$ cat src/rtl/pe_wq.sv
// Systolic-array PE: registered MAC (psum_out = in * w_active + psum_in) with a
// W_DEPTH-entry weight queue fed by the w_in/w_out load chain.
module pe_wq #(
    parameter int DATA_WIDTH = 16,
    parameter int PSUM_WIDTH = 2 * DATA_WIDTH,
    parameter int W_DEPTH    = 4,
    parameter int SIGNED     = 0
) (
    input  logic                          clk,
    input  logic                          rst,
    input  logic                          en_in,
    input  logic [DATA_WIDTH-1:0]         in,
    input  logic [PSUM_WIDTH-1:0]         psum_in,
    input  logic                          sat_en,
    input  logic                          w_load_in,
    input  logic                          w_wen_in,
    input  logic [DATA_WIDTH-1:0]         w_in,
    input  logic                          w_adv,
    input  logic                          w_flush,
    output logic                          en_out,
    output logic [DATA_WIDTH-1:0]         pass_out,
    output logic [PSUM_WIDTH-1:0]         psum_out,
    output logic                          w_wen_out,
    output logic [DATA_WIDTH-1:0]         w_out,
    output logic                          w_active_valid,
    output logic [$clog2(W_DEPTH+1)-1:0]  w_count,
    output logic                          w_full,
    output logic                          w_ovf
);

    localparam int CW   = $clog2(W_DEPTH + 1);
    localparam int PTRW = (W_DEPTH > 1) ? $clog2(W_DEPTH) : 1;
    localparam int PRW  = 2 * DATA_WIDTH;

    logic                  en_q, en_d;
    logic [DATA_WIDTH-1:0] pass_q, pass_d;
    logic [PSUM_WIDTH-1:0] psum_q, psum_d;
    logic                  wen_q, wen_d;
    logic [DATA_WIDTH-1:0] wout_q, wout_d;
    logic [DATA_WIDTH-1:0] act_q, act_d;
    logic                  act_valid_q, act_valid_d;
    logic [CW-1:0]         cnt_q, cnt_d;
    logic [PTRW-1:0]       rd_q, rd_d, wr_q, wr_d;
    logic                  ovf_q, ovf_d;
    logic                  prev_load_q, prev_load_d;
    logic [DATA_WIDTH-1:0] mem_q [W_DEPTH];

    logic                  full, push_req, do_push, do_pop, load_done;
    logic [PRW-1:0]        prod_u;
    logic signed [PRW-1:0] prod_s;
    logic [PSUM_WIDTH:0]   prod_ext, psum_ext, sum;
    logic [PSUM_WIDTH-1:0] mac_res;

    function automatic logic [PTRW-1:0] ptr_inc(input logic [PTRW-1:0] p);
        return (p == PTRW'(W_DEPTH - 1)) ? '0 : p + 1'b1;
    endfunction

    assign full      = (cnt_q == CW'(W_DEPTH));
    assign push_req  = w_load_in & w_wen_in;
    assign load_done = prev_load_q & ~w_load_in;
    assign do_push   = push_req & ~full & ~w_flush;
    assign do_pop    = ~w_flush & (cnt_q != '0) &
                       (w_adv | (load_done & ~act_valid_q));

    // Widen first so the product is formed at 2*DATA_WIDTH in the right signedness.
    assign prod_u = PRW'(in) * PRW'(act_q);
    assign prod_s = PRW'($signed(in)) * PRW'($signed(act_q));

    always_comb begin
        prod_ext = '0;
        psum_ext = '0;
        mac_res  = '0;
        if (SIGNED != 0) begin
            prod_ext = (PSUM_WIDTH+1)'(prod_s);
            psum_ext = (PSUM_WIDTH+1)'($signed(psum_in));
        end else begin
            prod_ext = (PSUM_WIDTH+1)'(prod_u);
            psum_ext = (PSUM_WIDTH+1)'(psum_in);
        end
        sum     = prod_ext + psum_ext;
        mac_res = sum[PSUM_WIDTH-1:0];
        if (sat_en) begin
            if (SIGNED != 0) begin
                // The extra top bit is the true sign; disagreement with the MSB means overflow.
                if (sum[PSUM_WIDTH] != sum[PSUM_WIDTH-1])
                    mac_res = sum[PSUM_WIDTH] ? {1'b1, {(PSUM_WIDTH-1){1'b0}}}
                                              : {1'b0, {(PSUM_WIDTH-1){1'b1}}};
            end else if (sum[PSUM_WIDTH]) begin
                mac_res = '1;
            end
        end
    end

    always_comb begin
        en_d        = en_in;
        pass_d      = pass_q;
        psum_d      = psum_q;
        wen_d       = w_wen_in;
        wout_d      = push_req ? w_in : '0;
        act_d       = act_q;
        act_valid_d = act_valid_q;
        cnt_d       = cnt_q;
        rd_d        = rd_q;
        wr_d        = wr_q;
        ovf_d       = ovf_q;
        prev_load_d = w_load_in;

        if (en_in) begin
            pass_d = in;
            psum_d = mac_res;
        end

        if (w_flush) begin
            act_d       = '0;
            act_valid_d = 1'b0;
            cnt_d       = '0;
            rd_d        = '0;
            wr_d        = '0;
            ovf_d       = 1'b0;
        end else begin
            if (do_pop) begin
                act_d       = mem_q[rd_q];
                act_valid_d = 1'b1;
                rd_d        = ptr_inc(rd_q);
            end else if (w_adv) begin
                act_d       = '0;
                act_valid_d = 1'b0;
            end
            if (do_push)
                wr_d = ptr_inc(wr_q);
            if (push_req & full)
                ovf_d = 1'b1;
            case ({do_push, do_pop})
                2'b10:   cnt_d = cnt_q + 1'b1;
                2'b01:   cnt_d = cnt_q - 1'b1;
                default: cnt_d = cnt_q;
            endcase
        end
    end

    always_ff @(posedge clk) begin
        if (rst) begin
            en_q        <= 1'b0;
            pass_q      <= '0;
            psum_q      <= '0;
            wen_q       <= 1'b0;
            wout_q      <= '0;
            act_q       <= '0;
            act_valid_q <= 1'b0;
            cnt_q       <= '0;
            rd_q        <= '0;
            wr_q        <= '0;
            ovf_q       <= 1'b0;
            prev_load_q <= 1'b0;
        end else begin
            en_q        <= en_d;
            pass_q      <= pass_d;
            psum_q      <= psum_d;
            wen_q       <= wen_d;
            wout_q      <= wout_d;
            act_q       <= act_d;
            act_valid_q <= act_valid_d;
            cnt_q       <= cnt_d;
            rd_q        <= rd_d;
            wr_q        <= wr_d;
            ovf_q       <= ovf_d;
            prev_load_q <= prev_load_d;
        end
    end

    // Queue storage needs no reset: occupancy is tracked solely by cnt_q.
    always_ff @(posedge clk) begin
        if (!rst && do_push)
            mem_q[wr_q] <= w_in;
    end

    assign en_out         = en_q;
    assign pass_out       = pass_q;
    assign psum_out       = psum_q;
    assign w_wen_out      = wen_q;
    assign w_out          = wout_q;
    assign w_active_valid = act_valid_q;
    assign w_count        = cnt_q;
    assign w_full         = full;
    assign w_ovf          = ovf_q;

endmodule

$ cat config.mk
export PLATFORM = sky130hd
export DESIGN_NAME = pe_wq
export DESIGN_NICKNAME = d
export VERILOG_FILES = /design/src/rtl/pe_wq.sv
export SDC_FILE = /design/constraint.sdc
export NUM_CORES = 1
export LEC_CHECK = 0
export BUFFER_PORTS_ARGS = -buffer_cell sky130_fd_sc_hd__buf_2
export CAP_MARGIN = 10
export CORE_MARGIN = 2
export CORE_UTILIZATION = 62
export CTS_CLUSTER_DIAMETER = 30
export DETAILED_ROUTE_END_ITERATION = 12
export PLACE_DENSITY = 0.93
export SETUP_SLACK_MARGIN = 0.3
export SYNTH_ARGS = -nofsm -noshare
export SYNTH_HDL_FRONTEND = slang
export SYNTH_SLANG_ARGS = --single-unit
export TNS_END_PERCENT = 10
$ cat constraint.sdc
create_clock -name clk -period 14.8 [get_ports clk]
set_input_delay 2.22 -clock clk [delete_from_list [all_inputs] [get_ports clk]]
set_output_delay 2.22 -clock clk [all_outputs]
set_load 0.01 [all_outputs]
# Word level (Yosys, flattened, before mapping)
# Memories as Yosys holds them, arrays and structs flattened. A register that Yosys moved wholly into a read port is not among the register bits.
# Cells that the tools add are included.
# Widths: inputs -> output; s select.
dict set report totals {
  regBits 92
  ramBits 64
  in_bits 72
  out_inout_bits 72
  elab_cells 58
  mem_count 1
}
# memory words width rd rd_clocked_by_memory_dff write_ports line_no
set mem_list {}
lappend mem_list {mem_q 4 16 1 1 1 46} ;# logic [DATA_WIDTH-1:0] mem_q [W_DEPTH];
dict set report op_classes {
  n_addsub 5
  n_mul 1
  eq_ne 5
  muxes 13
  bitwise 14
  n_reduce_logical 7
}
# operator n
set ops {}
lappend ops {{$mux 32} 2}
lappend ops {{$add 32x32->33} 1}
lappend ops {{$mul 16x16->32} 1}
lappend ops {{$mux 16} 2}
lappend ops {{$and 1x1->1} 8}
lappend ops {{$mux 2} 4}
lappend ops {{$eq 2x2->1 const B} 3}
lappend ops {{$pmux 3 s2} 1}
lappend ops {{$not 1->1} 5}
lappend ops {{$add 2x1->2 const B} 2}
lappend ops {{$mux 1} 4}
lappend ops {{$reduce_bool 2->1} 2}
lappend ops {{$reduce_or 2->1} 2}
lappend ops {{$add 3x1->3 const B} 1}
lappend ops {{$eq 3x3->1 const B} 1}
lappend ops {{$reduce_bool 3->1} 1}
lappend ops {{$sub 3x1->3 const B} 1}
lappend ops {{$eq 2x1->1 const B} 1}
lappend ops {{$logic_and 1x1->1} 1}
lappend ops {{$logic_not 1->1} 1}
lappend ops {{$or 1x1->1} 1}

# Logic depth before layout (Yosys ltp)
dict set report logic_depth {
  depth_word 7
  depth_mapped 24
  depth_no_buf 22
}

# Least setup slack after synthesis
# Ideal clock, no wire load.
dict set report synth_path {
  kind {input -> register}
  from {input port in[12]}
  to {register psum_q[2], in the netlist psum_out[2]}
  setup_ns 0.146
  arrival_time_ns 7.756
  required_ns 14.654
  slack_ns 6.898
  path_stages 21
  n_path_buf 2
  cell_sequence {clkbuf_1 nand2_1 fa_1 inv_1 fa_1 fa_1 fa_1 fa_1 inv_1 fa_1 inv_1 ha_1 and4_1 and3_4 a221o_1 a221oi_2 a22oi_2 xnor2_1 a21boi_2 buf_6 a211oi_2}
}
dict set report synth_between {
  elab_chain_cells 4
}
# element line_no
set synth_rtl {}
lappend synth_rtl {{start, declared} 12} ;# input logic [DATA_WIDTH-1:0] in,
lappend synth_rtl {{$mul 16x16->32} 66} ;# assign prod_u = PRW'(in) * PRW'(act_q);
lappend synth_rtl {{$add 32x32->33} 80} ;# sum = prod_ext + psum_ext;
lappend synth_rtl {{$mux 32} 88} ;# end else if (sum[PSUM_WIDTH]) begin
lappend synth_rtl {{$mux 32} 82} ;# if (sat_en) begin
lappend synth_rtl {{end signal, assigned} 158} ;# psum_q <= psum_d;
lappend synth_rtl {{end, declared} 37} ;# logic [PSUM_WIDTH-1:0] psum_q, psum_d;
# No other way between the ends.
# A chain may end at the register's enable or synchronous reset.

# Final worst setup path
dict set report layout_path {
  from {input port in[9]}
  to {register psum_q[0], in the netlist psum_out[0]}
}
# Same word-level chain as after synthesis.

==> results_dict.tcl <==
set metrics [dict create \
    tightestPinTransition_ns 1.13 \
    grt_start_max_net_pins 55 \
    min_period_ns 8.32 \
    gr-total-overflow 0 \
    clk_latency_ns 0.45 \
    period_share_pct 56.2 \
    fin_skew_ns 0.0181 \
    final_cell_area_um2 16900 \
    clkSlewWorstSetupHoldPaths_ns 0.07 \
    grt_usage_pct 31.4 \
    critPathArrivalTime_ns 8.60 \
    clk_path_buf_depth 2 \
    cts-buffers-inserted 17 \
    grt_pass1_vias 12500 \
    final_max_slew_viol_count 0 \
    antenna_found_initial 2 \
    start_util_pct 63.1 \
    netlist_instances 1548 \
    power_mw 1.08 \
    syn_area_um2 15300 \
    ys_ff_latch 158 \
    synth.net_count 1957 \
    status "completed" \
    synthFlopType "dfxtp_1" \
    yosysTopAreaCellShare_pct 29.6 \
    whs_path_depth 2 \
    async_flop_share_pct 0 \
    required_ns 15.08 \
    dieWidth_um 161 \
    dr_total_vias 11500 \
    fp.dieArea_um2 26000 \
    slew_headroom_pct 24.8 \
    ys_warn_count 0 \
    hold_viol_final 0 \
    drcViolationCount 0 \
    fin_tns_setup_ns 0 \
    ys_seq_area_share_pct 24.8 \
    synth.area.top_cells "fa_1 (30%), edfxtp_1 (13%), dfxtp_1 (12%)" \
    postCtsSetupBuffers 0 \
    fp-row-count 57 \
    hold_path_class "reg2reg" \
    critical_path_class "in2reg" \
    ant_nets 0 \
    core_area_um2 24300 \
    routedWlPerCell_um 19.9 \
    clock_sinks 158 \
    io_buffers 143 \
    rr_worst_depth 20 \
    worst_slack_ns 6.48 \
    holdWs_ns 0.478 \
    setup_viol 0 \
    layout-drive-gt1-share_pct 14.4 \
    cp-end-kind "flip-flop" \
    yosysTopAreaCell "fa_1" \
    drt_wl_total_um 39400 \
    pre_cts_ws_ns 6.15 \
    syn_avg_cell_area_um2 9.91 \
    fp.dieH_um 161 \
    ir_worst_vdd_mv 0.114 \
    grt_pass1_wl_um 62600 \
    place_area_um2 16200 \
    cellPowerDensity_nw_per_um2 64.2 \
    synth-edff-count 64 \
    first_iter_violations 884 \
    post_drt_via_cell_ratio 5.81 \
    ctsResizeCount 0 \
    cp-start-kind "input pin" \
    syn2layout_area_growth_pct 9.88 \
    cts_tree "done" \
    cts_root_buffer "clkbuf_16" \
    cp_max_fo 32 \
    dp_hpwl_um 28600 \
    num_io_pins 144 \
    fmax_mhz 120 \
    htreeDepth 4 \
    leakage_nw 8.17 \
    gp_congestion 0.913 \
    fin_nets 2054 \
    rsz0062_at_grt "false" \
    ctsHoldBuffers 0 \
    maxCapViolations 0 \
    drtPass1Iterations 5 \
    synth_cell_type_count 53 \
]
-- worst paths after layout --
| check | from | endpoint | slack (ns) |
|---|---|---|---|
| min | w_ovf$_SDFFE_PP0P_ | w_ovf$_SDFFE_PP0P_ | 0.48 |
| min reg2reg | w_ovf$_SDFFE_PP0P_ | w_ovf$_SDFFE_PP0P_ | 0.48 |
| max | in[9] | psum_out[0]$_SDFFE_PP0P_ | 6.48 |
| max reg2reg | act_q[7]$_SDFFE_PP0P_ | psum_out[0]$_SDFFE_PP0P_ | 7.69 |
-- metal layers --
metal	vias to the layer above	global-route usage (%)	wire length [um]
met2	638	55.2	20300
met4	2	18.7	2410
li1	4968	-	-
met3	198	6.11	3160
met5	-	0	10
met1	5707	35.8	13500
-- cells in the final DEF, fill, tap and decap left out, types with 3 or more instances in the layout --
cell type and instances:
a2111oi_0 3, a211oi_1 6, a211oi_2 30, a21o_1 10
a21oi_1 41, a221o_1 3, a31oi_1 4, and2_1 135
and3_1 6, buf_2 143, buf_4 4, clkbuf_16 18
dfxtp_1 94, edfxtp_1 64, fa_1 227, ha_1 110
inv_1 345, inv_6 5, inv_8 4, mux2i_1 20
mux4_2 16, nand2_1 155, nand3_1 6, nand4_1 5
nor2_1 90, nor2b_1 3, nor3_1 4, nor3b_1 16
o21ai_0 17, o21bai_1 5, o31ai_1 3, or3_1 3
xnor2_1 20, xor2_1 12
-- cell type report --
type / instances / area [um2]
clock buffers: 18 / 450
inverters: 345 / 1290
repair buffers: 147 / 746
flip-flops and latches: 158 / 3800
clock inverters: 14 / 180
diodes: 1 / 2.50
multi-input cells: 976 / 9970
well taps: 324 / 405
fillers: 1624 / 7470
-- logic make-up after synthesis --
group                    count (synthesis)  synth area share (%)
AND/OR/NAND/NOR                        435                  13.9
buffers and inverters                  414                  10.3
adder cells (fa/ha/maj)                337                  38.6
flip-flops                             158                  24.8
AO/OA/AOI/OAI                          136                  6.93
multiplexers                            36                  3.66
XOR/XNOR                                32                  1.83
-- power by group --
part | switching, mW | internal (mW)
combinational | 0.0856 | 0.0467
sequential | 0.00724 | 0.464
clock | 0.211 | 0.268
-- synth_stat cells, drive strengths merged (4+ instances only) --
library cell and number:
and3 8, mux2i 20, fa 227, a31oi 4, o21ai 17, xor2 12
clkbuf 63, edfxtp 64, dfxtp 94, and2 135, buf 6, a2111oi 4
xnor2 20, nor3b 16, a21oi 41, nor3 5, a21o 11, mux4 16
o21bai 5, a211oi 36, ha 110, nor2 90, inv 345, nand4 5
nand2 155, nand3 6
-- flip-flops by register name (all words and copies together) (netlist names), 2 cells and up, named ones only --
| signal | flops |
|---|---|
| wr_q | 2 |
| w_out | 16 |
| w_count | 3 |
| pass_out | 16 |
| rd_q | 2 |
| act_q | 16 |
| mem_q | 64 |
| psum_out | 32 |
-- per-stage QoR --
stage,util [%],cells
2_1_floorplan,-,1548
6_report,69.3,1983
3_5_place_dp,66.7,1950
5_1_grt,69.3,1982
3_3_place_gp,66.7,1950
4_1_cts,69.3,1982
-- critical path, cell delays in order --
cell      delay, ns
buf_2          0.34
nand2_1        0.16
fa_1           0.58
inv_1          0.06
fa_1           0.60
fa_1           0.47
fa_1           0.47
fa_1           0.50
inv_1          0.06
fa_1           0.47
inv_1          0.04
ha_1           0.37
and4_1         0.26
and3_4         0.19
a221o_1        0.36
a221oi_2       0.38
a22oi_2        0.10
xnor2_1        0.17
a21boi_4       0.16
buf_4          0.45
a211oi_1       0.15
No activity file was read; power rests on OpenSTA's default activity.
